===== src/rtl/fetch_queue_ctrl.sv =====
// Instruction fetch controller: sequences the PC through a 1-cycle sync memory and queues fetched words.
// Latency: Start at edge N -> read issued edge N+1 -> Instr_valid after edge N+2; one word/cycle sustained.
// Backpressure: Instr_valid/Instr_ready on the queue head; reads stop once queued + in-flight words reach DEPTH.
//
// Ports:
//   Clock, Reset                 rising-edge clock, synchronous active-high reset
//   Start                        begin/resume fetching from IDLE or HALT
//   Flush, Flush_pc              drop queue and in-flight read, redirect PC
//   Ld_req/Ld_addr/Ld_data       loader write request (priority over fetch), Ld_ack = accepted
//   Mem_addr/Mem_wren/Mem_din    drive the instruction memory port, Mem_q = its read data
//   Instr/Instr_pc/Instr_valid   queue head word, its address, queue non-empty
//   Instr_ready                  issue stage consumes the head
//   Busy / Halted                fetching / stopped on a NOP word
module fetch_queue_ctrl #(
    parameter int DEPTH  = 4,
    parameter int ADDR_W = 4,
    parameter int DATA_W = 16
) (
    input  logic              Clock,
    input  logic              Reset,
    input  logic              Start,
    input  logic              Flush,
    input  logic [ADDR_W-1:0] Flush_pc,
    input  logic              Ld_req,
    input  logic [ADDR_W-1:0] Ld_addr,
    input  logic [DATA_W-1:0] Ld_data,
    output logic              Ld_ack,
    output logic [ADDR_W-1:0] Mem_addr,
    output logic              Mem_wren,
    output logic [DATA_W-1:0] Mem_din,
    input  logic [DATA_W-1:0] Mem_q,
    output logic [DATA_W-1:0] Instr,
    output logic [ADDR_W-1:0] Instr_pc,
    output logic              Instr_valid,
    input  logic              Instr_ready,
    output logic              Busy,
    output logic              Halted
);

    localparam int PTR_W = $clog2(DEPTH);

    localparam logic [1:0] S_IDLE  = 2'd0;
    localparam logic [1:0] S_FETCH = 2'd1;
    localparam logic [1:0] S_HALT  = 2'd2;

    // One spare bit so count + in-flight can never wrap before the compare.
    localparam logic [PTR_W+1:0] DEPTH_L = (PTR_W+2)'(DEPTH);

    logic [1:0]        state_q, state_d;
    logic [ADDR_W-1:0] pc_q, pc_d;
    logic [PTR_W:0]    cnt_q, cnt_d;
    logic [PTR_W-1:0]  head_q, head_d;
    logic [PTR_W-1:0]  tail_q, tail_d;
    logic              infl_q, infl_d;
    logic [ADDR_W-1:0] infl_pc_q, infl_pc_d;

    logic [DATA_W-1:0] data_q [DEPTH];
    logic [ADDR_W-1:0] pcbuf_q [DEPTH];

    logic              ld_go;
    logic              fetching;
    logic [PTR_W+1:0]  occupancy;
    logic              issue;
    logic              ret_ok;
    logic              ret_nop;
    logic              push;
    logic              pop;

    // Loader owns the memory port whenever it asks; fetch simply yields that cycle.
    assign ld_go    = Ld_req && !Reset;
    assign Ld_ack   = ld_go;
    assign Mem_wren = ld_go;
    assign Mem_addr = ld_go ? Ld_addr : pc_q;
    assign Mem_din  = ld_go ? Ld_data : '0;

    assign fetching  = (state_q == S_FETCH);
    // Registered count plus the outstanding read reserves a slot for every read issued.
    assign occupancy = {1'b0, cnt_q} + (PTR_W+2)'(infl_q);
    assign issue     = fetching && !Ld_req && !Flush && (occupancy < DEPTH_L);

    // A read returning after the NOP-driven halt belongs to a stale address and is dropped.
    assign ret_ok  = infl_q && fetching;
    assign ret_nop = ret_ok && (Mem_q == '0);
    assign push    = ret_ok && !ret_nop;
    assign pop     = (cnt_q != '0) && Instr_ready;

    always_comb begin
        state_d   = state_q;
        pc_d      = pc_q;
        cnt_d     = cnt_q;
        head_d    = head_q;
        tail_d    = tail_q;
        infl_d    = 1'b0;
        infl_pc_d = infl_pc_q;
        if (Flush) begin
            state_d = S_FETCH;
            pc_d    = Flush_pc;
            cnt_d   = '0;
            head_d  = '0;
            tail_d  = '0;
        end else begin
            if (issue) begin
                infl_d    = 1'b1;
                infl_pc_d = pc_q;
                pc_d      = pc_q + ADDR_W'(1);
            end
            if (push) begin
                tail_d = tail_q + PTR_W'(1);
            end
            if (pop) begin
                head_d = head_q + PTR_W'(1);
            end
            cnt_d = cnt_q + (PTR_W+1)'(push) - (PTR_W+1)'(pop);
            // Rewind to the NOP address so a later Start re-reads it (it may be reloaded).
            if (ret_nop) begin
                state_d = S_HALT;
                pc_d    = infl_pc_q;
            end else if ((state_q != S_FETCH) && Start) begin
                state_d = S_FETCH;
            end
        end
    end

    always_ff @(posedge Clock) begin
        if (Reset) begin
            state_q   <= S_IDLE;
            pc_q      <= '0;
            cnt_q     <= '0;
            head_q    <= '0;
            tail_q    <= '0;
            infl_q    <= 1'b0;
            infl_pc_q <= '0;
        end else begin
            state_q   <= state_d;
            pc_q      <= pc_d;
            cnt_q     <= cnt_d;
            head_q    <= head_d;
            tail_q    <= tail_d;
            infl_q    <= infl_d;
            infl_pc_q <= infl_pc_d;
        end
    end

    // Queue storage needs no reset: entries are only visible while count covers them.
    always_ff @(posedge Clock) begin
        if (push && !Flush && !Reset) begin
            data_q[tail_q]  <= Mem_q;
            pcbuf_q[tail_q] <= infl_pc_q;
        end
    end

    assign Instr_valid = (cnt_q != '0);
    assign Instr       = Instr_valid ? data_q[head_q]  : '0;
    assign Instr_pc    = Instr_valid ? pcbuf_q[head_q] : '0;
    assign Busy        = (state_q == S_FETCH);
    assign Halted      = (state_q == S_HALT);

endmodule


===== config.mk =====
export PLATFORM = sky130hd
export DESIGN_NAME = fetch_queue_ctrl
export DESIGN_NICKNAME = d
export VERILOG_FILES = /design/src/rtl/fetch_queue_ctrl.sv
export SDC_FILE = /design/constraint.sdc
export NUM_CORES = 1
export LEC_CHECK = 0
export ABC_AREA = 1
export CAP_MARGIN = 10
export CORE_ASPECT_RATIO = 1.4
export CORE_UTILIZATION = 27
export DETAILED_ROUTE_END_ITERATION = 8
export DONT_BUFFER_PORTS = 1
export SKIP_CTS_REPAIR_TIMING = 1
export SLEW_MARGIN = 20
export SYNTH_ARGS = -nofsm -noshare
export SYNTH_HDL_FRONTEND = slang
export SYNTH_SLANG_ARGS = --single-unit

===== constraint.sdc =====
create_clock -name Clock -period 2.41 [get_ports Clock]
set_clock_uncertainty 0.05 [all_clocks]
set_input_delay 0.1205 -clock Clock [delete_from_list [all_inputs] [get_ports Clock]]
set_output_delay 0.1205 -clock Clock [all_outputs]
set_load 0.05 [all_outputs]

==> reports/qor.txt <==
site row count = 54
CP required = 2.24 ns
DPL Wire Length = 6.570 mm
Layout Nets = 561
TritonCTS Buffers = 9
Hold Path Origin = Flush
FF-to-FF End = cnt_q[2]$_SDFF_PP0_
1st-pass router iterations = 4
most frequent cells after synthesis = nor2_1, edfxtp_1, o21ai_0
Routed Antenna Nets = 0
# IOs = 91
post-synthesis compound-gate area fraction = 9.436%
Unique masters post-synth = 32
Die X = 109.8 um
worst skew pair latency = 0.34 ns
Gate power share = 7.3%
core area = 0.01574 mm^2
power share of the clock group = 37.6%
ys async rst share = 0%
maximum VDD drop = 0.2849 mV
die footprint = 0.01678 mm^2
min cycle time layout = 1.999 ns
DR vias = 3204
Final Hold Fails = 5
R2R Setup Slk = 0.43 ns
Sink Count = 100
DR vias/cell = 4.532
Hold Path Depth = 3
Pint = 2652 uW
DRC Markers = 0
Die Y = 152.9 um
Initial Util = 27.88%
net switching power = 768.1 uW
most common cell in the netlist = nor2_1
first-pass GRT wire length = 14.92 mm
vias in the first global route = 2975
Tot GR Track Use = 11.99%
Hold Crit Class = primary input to flip-flop
share of cells above drive strength 1 = 17.42%
PwrDens = 629.2 mW/mm^2
Syn Area/Cell = 9.975 um^2
Sequential Power Share = 55.1%
final setup fails = 0
Post-Synth Simple-Gate Area = 17.82%
Seq cells post-synth = 100
largest cells by area after synthesis = edfxtp_1, nor2_1, dfxtp_1
CTS Buffer Depth = 2
XOR/XNOR Fraction of Synth Area = 0.5986%
warning count from the yosys run = 0
static leakage = 0.002122 uW
syn_nets = 495
cells on worst reg2reg path = 13
hold path endpoint = tail_q[0]$_SDFFE_PP0N_
top-area cell type share of the netlist area = 54.73%
MaxCap Viol Count = 0
crit start category = flip-flop
max-slew violations = 0
mux share of post-synthesis cell area = 0%
Synth Cell Area = 0.004389 mm^2
outcome = finished, violations left
register area share after synthesis = 63.85%
setup_tns = 0 ns
post-synthesis adder-cell area fraction = 2.737%
overall routed net length = 10.04 mm
main combinational cell family by area after synthesis = simple AND/OR/NAND/NOR gates
crit end category = primary output
starting DRC count in detailed routing = 178
CP Class = flip-flop to primary output
Clock Tree Root = clkbuf_16
Synth Instances = 440
Net Sw Frac = 22.46%
failing checks = hold timing
Slew HR = 43.40%
Synth area leader = edfxtp_1
Synth Flop Type = edfxtp_1
H-tree Lvls = 3
IO buf count = 0
synth-to-layout area growth = 23.83%
Diodes inserted = 0
initial antenna violation count = 0
EDFF count, synth = 80
clock slew at reported path FFs = 0.06 ns
RSZ-0062 raised after global routing = false
Critical R2R Launch = state_q[1]$_SDFFE_PP0P_
CTS tree = done
final design utilization = 34.53%
average wire per standard cell = 14.19 um
WP data arrival = 1.83 ns
fmax = 500.2 MHz
GP Congestion = 0.8054
total grt overflow = 0
CP Max Fanout = 20
hold_ws = -0.01805 ns
Worst Tran Pin Value = 0.8481 ns
Final period util = 82.96%
largest net degree at the start of global routing = 41
worst max-delay path: stages (launching register included):
cell and delay (ns):
dfxtp_1 0.31, inv_1 0.61, nor2_1 0.15, o21ai_0 0.13
a21oi_1 0.09, buf_4 0.20
layer usage:
| layer | GRT usage, % | vias to the layer above | part of all wire, % |
|---|---|---|---|
| met5 | 0 | - | 0 |
| met4 | 5.270 | 0 | 1.0 |
| met3 | 2.431 | 7 | 5.5 |
| met2 | 21.59 | 109 | 54 |
| met1 | 13.30 | 1499 | 39 |
| li1 | - | 1589 | - |
cell families after synthesis:
family,after synthesis
adder cells (fa/ha/maj),9
AO/OA/AOI/OAI,81
flip-flops,100
AND/OR/NAND/NOR,187
XOR/XNOR,3
buffers and inverters,60
metrics by stage:
step | instance area, um^2 | instances | setup WS [ns] | hold slack (ns) | total power (uW)
finish | 5435 | 707 | 0.4107 | -0.01805 | 3420
global route | 5435 | 707 | 0.2595 | 0.002576 | 3544
CTS | 5225 | 686 | 0.3745 | -0.1885 | 3416
detailed placement | 4956 | 670 | 0.4219 | 0.1695 | 2134
global placement | 4956 | 670 | 0.4493 | 0.1696 | 2131
floorplan | 4389 | 440 | 0.2110 | 0.1694 | 2084
sequential cells by signal, summed over array words and instances, names as in the netlist, named ones only:
signal     flops
state_q        2
pcbuf_q       16
head_q         2
infl_pc_q      4
data_q        64
tail_q         2
pc_q           4
cnt_q          3
infl_q         1
worst max-delay path by stage:
stage / endpoint / cells past startpoint / from / slack [ns]
floorplan: data_q[0][0]$_DFFE_PP_ / 7 / state_q[1]$_SDFFE_PP0P_ / 0.21
global placement: cnt_q[2]$_SDFF_PP0_ / 12 / Mem_q[3] / 0.45
detailed placement: cnt_q[2]$_SDFF_PP0_ / 12 / Mem_q[5] / 0.42
CTS: Instr[12] / 5 / flip-flop / 0.37
global route: Instr_pc[3] / 6 / flip-flop / 0.26
finish: Instr[12] / 5 / flip-flop / 0.41
power groups by stage:
stage	Combinational [uW]	Clock, uW	Sequential [uW]
after detailed placement	209	0	1920
after CTS	210	1320	1890
after global routing	268	1390	1890
final	249	1290	1890
after floorplan	165	0	1920
after global placement	208	0	1920
cell type report:
type / instances / area (um^2)
repair buffers: 73 / 600.6
clock buffers: 10 / 229.0
multi-input cells: 280 / 1359
well taps: 196 / 245.2
inverters: 42 / 158.9
clock inverters: 6 / 40.04
flip-flops and latches: 100 / 2803
fillers: 1543 / 10310
cells in the final DEF, fill, tap and decap left out, types with 2 or more instances in the layout:
cell type      instances
a21oi_1               26
buf_4                 52
clkbuf_16              9
clkinv_1               2
clkinv_2               3
clkinv_4               2
dfxtp_1               20
dlygate4sd3_1         21
edfxtp_1              80
ha_1                   8
inv_1                 37
inv_2                  3
nand2_1               29
nand2_2                3
nand3_1               10
nand3_2                2
nor2_1               130
nor2_2                 8
o21ai_0               43
o21ai_1                9
xor2_1                 2
Power figures use the tool's default switching activity.
